**src/rtl/dcache_store_buffer_if.sv**
```systemverilog
// Bundle of every non-clock, non-reset signal of the dcache store buffer.
// slave  : the store buffer itself.
// master : the pipeline/dcache side (memory stage, load unit, dcache port).
// Groups: store request (st_*), load lookup (ld_*), dcache read/write
// port (dc_*), drain_stall back-pressure and the empty status flag.
interface dcache_store_buffer_if #(
  parameter int IDX_W = 11
);
  logic             st_valid;
  logic             st_ready;
  logic [63:0]      st_addr;
  logic [63:0]      st_data;
  logic [7:0]       st_be;
  logic             ld_valid;
  logic [63:0]      ld_addr;
  logic             ld_fwd_hit;
  logic [63:0]      ld_fwd_data;
  logic             ld_stall;
  logic [IDX_W-1:0] dc_rd_index;
  logic [63:0]      dc_rd_data;
  logic             dc_wr_en;
  logic [IDX_W-1:0] dc_wr_index;
  logic [63:0]      dc_wr_data;
  logic             drain_stall;
  logic             empty;

  modport slave (
    input  st_valid, st_addr, st_data, st_be, ld_valid, ld_addr,
           dc_rd_data, drain_stall,
    output st_ready, ld_fwd_hit, ld_fwd_data, ld_stall, dc_rd_index,
           dc_wr_en, dc_wr_index, dc_wr_data, empty
  );

  modport master (
    output st_valid, st_addr, st_data, st_be, ld_valid, ld_addr,
           dc_rd_data, drain_stall,
    input  st_ready, ld_fwd_hit, ld_fwd_data, ld_stall, dc_rd_index,
           dc_wr_en, dc_wr_index, dc_wr_data, empty
  );
endinterface

```
**src/rtl/dcache_store_buffer.sv**
```systemverilog
// Store buffer in front of the dcache write port.
// Stores from the memory stage are queued in a circular FIFO of DEPTH
// entries (word index, data, byte enables) and drained one per cycle into
// the dcache with a read-merge-write of the byte enables. Loads look the
// buffer up combinationally and either get the youngest full-word match
// forwarded or are told to retry on a partial overlap.
// Ports: clk, reset_n (synchronous, active-low), bus (slave modport of
// dcache_store_buffer_if carrying the store, load and dcache signals).
//
// Store handshake: a store transfers at a posedge where st_valid and
// st_ready are both high. st_ready depends only on the registered count
// (never on st_valid or on a drain in the same cycle), and the master must
// hold st_addr/st_data/st_be stable while st_valid is high and st_ready low.
module dcache_store_buffer #(
  parameter int DEPTH = 4,
  parameter int IDX_W = 11
) (
  input  logic                  clk,
  input  logic                  reset_n,
  dcache_store_buffer_if.slave  bus
);
  localparam int PTR_W = (DEPTH > 1) ? $clog2(DEPTH) : 1;
  localparam logic [PTR_W:0] FULL_CNT = DEPTH[PTR_W:0];

  typedef logic [PTR_W-1:0] ptr_t;

  logic [IDX_W-1:0] ent_idx  [DEPTH];
  logic [63:0]      ent_data [DEPTH];
  logic [7:0]       ent_be   [DEPTH];
  logic [DEPTH-1:0] ent_valid;
  ptr_t             head;
  ptr_t             tail;
  logic [PTR_W:0]   count;

  logic [IDX_W-1:0] st_idx;
  logic [IDX_W-1:0] ld_idx;
  logic             not_full;
  logic             enq;
  logic             drain_go;
  logic             st_conflict;
  logic             ld_match;
  logic             ld_full;
  logic [63:0]      ld_data_sel;
  logic             fwd_hit;
  logic             unused_addr_bits;

  assign st_idx = bus.st_addr[IDX_W+2:3];
  assign ld_idx = bus.ld_addr[IDX_W+2:3];
  assign unused_addr_bits = ^{bus.st_addr[63:IDX_W+3], bus.st_addr[2:0],
                              bus.ld_addr[63:IDX_W+3], bus.ld_addr[2:0]};

  assign not_full = (count != FULL_CNT);
  // Everything is gated with reset_n so a cycle with reset low never
  // enqueues, drains or writes the dcache, and the outputs show the
  // reset values during that cycle as well as after it.
  assign enq      = reset_n && bus.st_valid && not_full;
  assign drain_go = reset_n && (count != '0) && !bus.drain_stall;

  assign bus.st_ready = !reset_n || not_full;
  assign bus.empty    = !reset_n || (count == '0);

  always_ff @(posedge clk) begin
    if (!reset_n) begin
      count     <= '0;
      head      <= '0;
      tail      <= '0;
      ent_valid <= '0;
      for (int i = 0; i < DEPTH; i++) begin
        ent_idx[i]  <= '0;
        ent_data[i] <= '0;
        ent_be[i]   <= '0;
      end
    end else begin
      // enq and drain never touch the same slot: drain needs count>0 and
      // enq needs count<DEPTH, so head==tail cannot occur with both set.
      if (enq) begin
        ent_idx[tail]   <= st_idx;
        ent_data[tail]  <= bus.st_data;
        ent_be[tail]    <= bus.st_be;
        ent_valid[tail] <= 1'b1;
        tail            <= tail + 1'b1;
      end
      if (drain_go) begin
        ent_valid[head] <= 1'b0;
        head            <= head + 1'b1;
      end
      case ({enq, drain_go})
        2'b10:   count <= count + 1'b1;
        2'b01:   count <= count - 1'b1;
        default: count <= count;
      endcase
    end
  end

  // Drain path: the dcache read of the head word is combinational, so the
  // merged word is ready for the write in the same cycle.
  always_comb begin
    bus.dc_rd_index = ent_idx[head];
    bus.dc_wr_index = ent_idx[head];
    bus.dc_wr_en    = drain_go;
    bus.dc_wr_data  = '0;
    if (drain_go) begin
      for (int b = 0; b < 8; b++) begin
        bus.dc_wr_data[8*b +: 8] = ent_be[head][b] ? ent_data[head][8*b +: 8]
                                                   : bus.dc_rd_data[8*b +: 8];
      end
    end
  end

  // Walk from oldest to youngest so the last match seen is the youngest.
  // The head entry stays valid during its drain cycle and is included.
  always_comb begin
    ptr_t slot;
    slot        = '0;
    ld_match    = 1'b0;
    ld_full     = 1'b0;
    ld_data_sel = '0;
    for (int k = 0; k < DEPTH; k++) begin
      slot = head + ptr_t'(k);
      if (ent_valid[slot] && (ent_idx[slot] == ld_idx)) begin
        ld_match    = 1'b1;
        ld_full     = (ent_be[slot] == 8'hFF);
        ld_data_sel = ent_data[slot];
      end
    end
  end

  // A store to the same word arriving this cycle is not in the buffer yet,
  // so the load cannot see its data and must retry.
  assign st_conflict     = bus.st_valid && (st_idx == ld_idx);
  assign fwd_hit         = reset_n && bus.ld_valid && ld_match && ld_full && !st_conflict;
  assign bus.ld_fwd_hit  = fwd_hit;
  assign bus.ld_fwd_data = fwd_hit ? ld_data_sel : 64'd0;
  assign bus.ld_stall    = reset_n && bus.ld_valid &&
                           (st_conflict || (ld_match && !ld_full));
endmodule

```
**src/flat_wrapper.sv**
```systemverilog
// flat-port wrapper written by rule: the top's interface ports become plain ports
module dcache_store_buffer_flat 
#(
  parameter int DEPTH = 4,
  parameter int IDX_W = 11
)
  (clk, reset_n, bus_st_valid, bus_st_addr, bus_st_data, bus_st_be, bus_ld_valid, bus_ld_addr, bus_dc_rd_data, bus_drain_stall, bus_st_ready, bus_ld_fwd_hit, bus_ld_fwd_data, bus_ld_stall, bus_dc_rd_index, bus_dc_wr_en, bus_dc_wr_index, bus_dc_wr_data, bus_empty);
  dcache_store_buffer_if #(.IDX_W(IDX_W)) bus_i ();
  input  logic clk;
  input  logic reset_n;
  input wire logic [$bits(bus_i.st_valid)-1:0] bus_st_valid;
  input wire logic [$bits(bus_i.st_addr)-1:0] bus_st_addr;
  input wire logic [$bits(bus_i.st_data)-1:0] bus_st_data;
  input wire logic [$bits(bus_i.st_be)-1:0] bus_st_be;
  input wire logic [$bits(bus_i.ld_valid)-1:0] bus_ld_valid;
  input wire logic [$bits(bus_i.ld_addr)-1:0] bus_ld_addr;
  input wire logic [$bits(bus_i.dc_rd_data)-1:0] bus_dc_rd_data;
  input wire logic [$bits(bus_i.drain_stall)-1:0] bus_drain_stall;
  output wire logic [$bits(bus_i.st_ready)-1:0] bus_st_ready;
  output wire logic [$bits(bus_i.ld_fwd_hit)-1:0] bus_ld_fwd_hit;
  output wire logic [$bits(bus_i.ld_fwd_data)-1:0] bus_ld_fwd_data;
  output wire logic [$bits(bus_i.ld_stall)-1:0] bus_ld_stall;
  output wire logic [$bits(bus_i.dc_rd_index)-1:0] bus_dc_rd_index;
  output wire logic [$bits(bus_i.dc_wr_en)-1:0] bus_dc_wr_en;
  output wire logic [$bits(bus_i.dc_wr_index)-1:0] bus_dc_wr_index;
  output wire logic [$bits(bus_i.dc_wr_data)-1:0] bus_dc_wr_data;
  output wire logic [$bits(bus_i.empty)-1:0] bus_empty;
  assign bus_i.st_valid = bus_st_valid;
  assign bus_i.st_addr = bus_st_addr;
  assign bus_i.st_data = bus_st_data;
  assign bus_i.st_be = bus_st_be;
  assign bus_i.ld_valid = bus_ld_valid;
  assign bus_i.ld_addr = bus_ld_addr;
  assign bus_i.dc_rd_data = bus_dc_rd_data;
  assign bus_i.drain_stall = bus_drain_stall;
  assign bus_st_ready = bus_i.st_ready;
  assign bus_ld_fwd_hit = bus_i.ld_fwd_hit;
  assign bus_ld_fwd_data = bus_i.ld_fwd_data;
  assign bus_ld_stall = bus_i.ld_stall;
  assign bus_dc_rd_index = bus_i.dc_rd_index;
  assign bus_dc_wr_en = bus_i.dc_wr_en;
  assign bus_dc_wr_index = bus_i.dc_wr_index;
  assign bus_dc_wr_data = bus_i.dc_wr_data;
  assign bus_empty = bus_i.empty;
  dcache_store_buffer #(.DEPTH(DEPTH), .IDX_W(IDX_W)) u_core (.clk(clk), .reset_n(reset_n), .bus(bus_i));
endmodule
```
**config.mk**
```make
export PLATFORM = sky130hd
export DESIGN_NAME = dcache_store_buffer_flat
export DESIGN_NICKNAME = d
export VERILOG_FILES = /design/src/rtl/dcache_store_buffer_if.sv /design/src/rtl/dcache_store_buffer.sv /design/src/flat_wrapper.sv
export SDC_FILE = /design/constraint.sdc
export NUM_CORES = 1
export LEC_CHECK = 0
export BUFFER_PORTS_ARGS = -buffer_cell sky130_fd_sc_hd__buf_2
export CORE_ASPECT_RATIO = 0.5
export CORE_MARGIN = 2
export CORE_UTILIZATION = 52
export DETAILED_ROUTE_END_ITERATION = 8
export PLACE_DENSITY = 0.83
export SLEW_MARGIN = 0
export SYNTH_ARGS = -nofsm -noshare
export SYNTH_HDL_FRONTEND = slang
export SYNTH_SLANG_ARGS = --single-unit
```
**constraint.sdc**
```tcl
create_clock -name clk -period 8 [get_ports clk]
set_input_delay 0.4 -clock clk [delete_from_list [all_inputs] [get_ports clk]]
set_output_delay 0.4 -clock clk [all_outputs]
set_load 0.01 [all_outputs]
```
==> metrics, run 1 <==
outcome finished, final reports clean; Ys Warns 0; clock buffer depth 3; Worst EP arrival just under 6000 ps; share of post-route cells with drive strength above 1 a little under a third; first drt pass iteration count 6; Tcrit/Tclk final ~77%; Primary FF master, synth edfxtp_1; NetSw 1.50 mW; All-Layer GR Usage 28.0%; Finished Cell Area about 27000 um^2; LEAKAGE 9.60 nW; Yosys top cell by area edfxtp_1; Post-Syn Nets about 2300; Avg Vias per Cell approximately 6.4; register area 10200 um^2; via count about 18000; RSZ-0062 raised after global routing false; largest net degree at the start of global routing 125; initial DRC count 2024; Data required, critical path approximately 7600 ps; CP Capture Type output port; switch share just under 30%; Startpoint Class flip-flop; f_max between 150 and 200 MHz; Port Buffers roughly 320; Worst slew margin approximately 20%; Logic pwr share between 20% and 30%; PostCTS Resize Cnt 0; Avg Cell Area, Syn 11.8 um^2; setup bufs post-CTS 0; Clock Root Buffer clkbuf_16; Cell Area, Placed 25900 um^2; worst-path maximum fanout 52; synth top area cells edfxtp_1 41%, mux4_2 15%, and2_1 8.6%; post-synthesis register bit count 345; CP max stage cell ha_4; Routed Antenna Nets 0; placer congestion estimate 0.875; Clk pwr share between 30% and 40%; CP Class reg -> out; Seq pwr share about 44%; final setup vio count 0; Die Area approximately 48000 um^2; area occupied by multi-input gates between 10000 and 15000 um^2; most common cell after layout, fill and taps aside and2_1; Die Ht roughly 160 um; Worst Clk Skew slightly below 20 ps; Worst VDD drop 0.000106 V; power per cell area roughly 190 nW/um^2; Cell Area, Synth approximately 24000 um^2; Max Slew Vio Count 0; Internal Power roughly 3.5 mW; total negative slack 0 ps; EDFF count, synth 332; clock sink count between 300 and 400; total congestion overflow 0; die width 309 um; Final Hold Vio Count 0; DRC 0; vias in the first global route 18300; Pwr Total ~5 mW; Crit path largest cell delay between 700 and 800 ps; post-layout min period a little over 6000 ps; Boundary Pins between 400 and 500; Area Overhead vs Synth 11.5%; CTS Buf Count 35; starting density of the core between 50% and 60%; initial antenna violation count 11; clock-pin transition on the worst setup and hold timing paths ~70 ps; Final #Nets approximately 2500; Cell Chain, Critical Path inv_2 -> ha_4 -> mux4_2 -> xnor2_1 -> o2111ai_1 -> nor4b_2 -> nand2_1 -> nor2_4 -> buf_4 -> buf_4 -> a221oi_1 -> a221oi_2 -> buf_2; WL per Instance around 24 um; worst slew pin tran around 1200 ps; commonest non-fill, non-tap cells in the layout 333 x and2_1, 332 x edfxtp_1, 317 x buf_2; most used cell, CP buf_4; Core Area approximately 46000 um^2; CTS tree yes; first-pass GRT wire length approximately 100000 um; site row count 55; Cell variety after synth just over 60; worst-skew pair later-pin latency 530 ps; proportion of netlist area held by the largest area contributor 41.2%; Filler cells around 3600; Syn Inst Count 2055; Min-Delay Path Class in -> reg; hold_buf cts 0; max-cap viol count 0; share of the yosys chip area belonging to registers a little over two fifths; H-Tree Level Count 2; total length of routed wires between 60000 and 70000 um; FFs w/ async S/R, synth 0%; HPWL after DPL ~42000 um
==> routing by layer <==
layer  global-route usage (%)  part of all wire (%)
met5                        0                 0.016
met4                     14.3                   4.6
met3                     4.14                   8.4
met2                     48.9                    51
met1                     34.2                    36
==> critical path: cells and delay by family, from the launching register on <==
kind | cells | cell delay (ps)
AO/OA/AOI/OAI | 3 | 670
multiplexers | 1 | 590
XOR/XNOR | 1 | 250
flip-flops | 1 | 690
AND/OR/NAND/NOR | 3 | 730
buffers and inverters | 4 | 1490
adder cells (fa/ha/maj) | 1 | 720
==> per-stage QoR <==
step / instances / setup WS, ps / utilization, % / hold WS [ps]
6_report: 2893 / 1810 / 59.2 / 179
4_1_cts: 2882 / 1930 / 59.1 / 167
2_1_floorplan: 2055 / 322 / - / 490
3_5_place_dp: 2824 / 2490 / 56.9 / 548
3_3_place_gp: 2824 / 2590 / 56.9 / 515
5_1_grt: 2892 / 1610 / 59.2 / 183
==> cell families (layout without fill, tap and decap cells) <==
logic type / Yosys count / in the layout / share of synthesized area [%]
and+or+nand+nor: 680 / 680 / 14.7
muxes: 395 / 395 / 25.1
DFF: 345 / 345 / 42.3
AOI/OAI and AO/OA: 346 / 346 / 10.9
adders and majority gates: 10 / 10 / 0.549
buffers and inverters: 223 / 423 / 4.35
xor gates and xnor gates: 56 / 56 / 2.03
other: 0 / 11 / 0
==> synth_stat cells, types with 2 or more instances <==
cell type / n
clkbuf_1: 106
nor2_1: 83
nand2b_1: 9
mux2i_1: 164
buf_2: 52
a21o_1: 33
a211oi_1: 5
buf_4: 18
o211ai_1: 6
nor2b_1: 3
or4_1: 2
xor2_1: 5
inv_1: 16
o22ai_1: 2
edfxtp_1: 332
buf_6: 11
o2111ai_1: 2
dfxtp_1: 13
xnor2_1: 51
nor3_1: 6
a21oi_1: 45
nand3_1: 8
ha_1: 9
a22oi_1: 2
nand2_1: 202
nor4_1: 2
nand4_1: 18
a221oi_2: 55
mux2_2: 67
o31ai_1: 4
and2_1: 334
and3_1: 2
buf_1: 18
a221oi_1: 43
mux4_2: 163
o21ai_0: 139
==> power groups by stage <==
stage | Clock, mW | Sequential, mW | Combinational, mW
finish | 1.56 | 2.22 | 1.25
global route | 1.63 | 2.24 | 1.35
CTS | 1.56 | 2.22 | 1.25
detailed placement | 0 | 2.26 | 1.24
global placement | 0 | 2.24 | 1.20
floorplan | 0 | 2.22 | 0.970
==> state kept, by name, indices dropped and copies added (netlist names), named ones only <==
signal / cells
u_core.ent_data: 256
u_core.ent_idx: 44
u_core.ent_be: 32
u_core.ent_valid: 4
u_core.count: 3
u_core.head: 2
u_core.tail: 2
==> area by class of cell <==
class	count	area share (%)
inverters	18	0.251
clock buffers	44	3.37
flip-flops and latches	345	38.0
multi-input cells	1487	48.2
clock inverters	14	0.436
diodes	11	0.102
well taps	627	2.91
repair buffers	347	6.77
==> worst paths after layout <==
check	slack, ps	endpoint	start	cells past startpoint
setup / recovery	1810	bus_ld_fwd_data[51]	u_core.head[0]$_SDFFE_PN0P_	13
hold reg to reg	560	u_core.count[2]$_SDFFE_PN0P_	u_core.count[2]$_SDFFE_PN0P_	2
hold / removal	180	u_core.ent_data[2][12]$_SDFFCE_PN0P_	bus_st_data[12]	2
setup reg to reg	3740	u_core.ent_data[1][57]$_SDFFCE_PN0P_	u_core.count[1]$_SDFFE_PN0P_	8
No activity file was read; power rests on OpenSTA's default activity.
==> run 2: changes to the inputs <==
==> constraint.sdc (replaced) <==
create_clock -name clk -period 5 [get_ports clk]
set_input_delay 0.25 -clock clk [delete_from_list [all_inputs] [get_ports clk]]
set_output_delay 0.25 -clock clk [all_outputs]
set_load 0.01 [all_outputs]
==> metrics, run 2 (synthesis results as in run 1) <==
outcome finished, final reports clean; RR Startpoint u_core.count[0]$_SDFFE_PN0P_; HPWL after DPL about 43000 um; Crit path largest cell delay 670 ps; Final #Nets between 2000 and 3000; Place WS about 540 ps; worst slew pin tran 1120 ps; Worst VDD drop between 0.00015 and 0.0002 V; Final WS setup between 150 and 200 ps; switch share about 30%; Buf+Inv Stages, Crit Path 3; H-Tree Level Count 2; All-Layer GR Usage around 28%; Logic pwr share between 20% and 30%; Final Hold Vio Count 0; worst-path maximum fanout just under 50; Avg Vias per Cell 6.38; WL per Instance 24.0 um; site row count 55; GRT met1 Usage about 35%; Die Ht about 160 um; first-pass GRT wire length 105000 um; worst hold start bus_st_data[55]; share of post-route cells with drive strength above 1 31.5%; gr busiest metal met2; Worst EP arrival ~4600 ps; Tcrit/Tclk final ~96%; starting density of the core between 50% and 60%; Regs by FF count u_core.ent_data: 256 flops, u_core.ent_idx: 44 flops, u_core.ent_be: 32 flops; Cell Area, Placed roughly 26000 um^2; CP Class reg -> out; Cell Chain, Critical Path buf_4 -> mux4_2 -> xnor2_1 -> nand4_1 -> nor2_1 -> and2_2 -> buf_4 -> a21o_1 -> a21oi_1 -> a221oi_2 -> buf_2; NetSw around 2.4 mW; largest net degree at the start of global routing between 100 and 150; first drt pass iteration count 6; initial antenna violation count 17; Routed Antenna Nets 0; Core Area about 46000 um^2; clock-pin transition on the worst setup and hold timing paths 60 ps; worst setup path startpoint u_core.head[0]$_SDFFE_PN0P_; clock sink count ~350; clock buffer depth 3; CTS Buf Count 35; via count between 15000 and 20000; post-layout min period about 4800 ps; Boundary Pins approximately 420; most common cell after layout, fill and taps aside and2_1; Pwr Total a little over 8 mW; vias in the first global route about 18000; total length of routed wires approximately 70000 um; critical path's top delay family buffers and inverters; die width between 300 and 400 um; Area Overhead vs Synth 12.6%; commonest non-fill, non-tap cells in the layout 333 x and2_1, 332 x edfxtp_1, 317 x buf_2; Port Buffers roughly 320; Top reg by flops u_core.ent_data; final setup vio count 0; initial DRC count 1794; f_max approximately 210 MHz; placer congestion estimate 0.882; Worst Clk Skew between 15 and 20 ps; Clk pwr share 31.0%; Die Area between 40000 and 50000 um^2; power per cell area just under 300 nW/um^2; max-cap viol count 0; CP Capture Type output port; max reg flops 256; LEAKAGE about 9.7 nW; most used cell, CP buf_4; CTS tree yes; Min-Delay Path Class in -> reg; Seq pwr share 43.8%; routing usage on met3 about 5.7%; total congestion overflow 0; CP max stage cell buf_4; DRC 0; Internal Power between 5 and 6 mW; Clock Root Buffer clkbuf_16; worst-skew pair later-pin latency between 500 and 600 ps; met2 usage between 40% and 50%; Data required, critical path ~4800 ps; Max Slew Vio Count 0; Startpoint Class flip-flop; Finished Cell Area around 27000 um^2; Worst slew margin ~25%
-- run 2: cell types whose count changed in the layout (fill, tap and decap cells not counted), sizes merged --
cell	before	now
buf	347	357
bufinv	2	1
clkbuf	44	47
clkinv	12	14
clkinvlp	0	1
diode	11	15
inv	18	17
-- run 2: path summary, 6_finish.rpt --
| check | to | slack (ps) | cells after the start |
|---|---|---|---|
| max | bus_ld_fwd_data[49] | 190 | 11 |
| min | u_core.ent_data[3][55]$_DFFE_PP_ | 30 | 2 |
| max reg2reg | u_core.ent_data[1][41]$_SDFFCE_PN0P_ | 1680 | 8 |
| min reg2reg | u_core.count[2]$_SDFFE_PN0P_ | 530 | 2 |
-- run 2: layout make-up --
| class | count | area [um^2] |
|---|---|---|
| multi-input cells | 1487 | 13000 |
| clock buffers | 47 | 963 |
| flip-flops and latches | 345 | 10200 |
| repair buffers | 357 | 2050 |
| clock inverters | 15 | 95.1 |
| well taps | 627 | 785 |
| diodes | 15 | 37.5 |
| inverters | 18 | 67.6 |
| fillers | 3538 | 18300 |
-- run 2: timing repair --
action,4_1_cts,5_1_grt
gates resized for setup,2,5
endpoints found under the hold margin,0,0
hold buffers,0,0
setup endpoints to repair,2,64
cloned,1,0
pin swaps,0,3
buffers inserted,0,3
-- run 2: layer usage --
metal  wire length (um)  vias up
met3               6240      199
li1                   -     8124
met4               2960        6
met5                 42        -
met2              35000      990
met1              25700     9242
-- run 2: power by group through the flow --
stage / logic (mW) / registers, mW / clock network (mW)
after global routing: 2.21 / 3.56 / 2.63
after detailed placement: 2.01 / 3.59 / 0
final: 2.04 / 3.54 / 2.51
after floorplan: 1.55 / 3.54 / 0
after CTS: 2.02 / 3.53 / 2.51
after global placement: 1.96 / 3.57 / 0
-- run 2: per-stage QoR --
step	util [%]	TNS (ps)	cells	hold slack, ps
2_1_floorplan	-	-9740	2055	448
3_3_place_gp	57.2	0	2830	515
3_5_place_dp	57.2	0	2830	520
4_1_cts	59.6	-12.7	2893	19.5
5_1_grt	59.8	-38.0	2910	17.9
6_report	59.8	0	2911	25.1
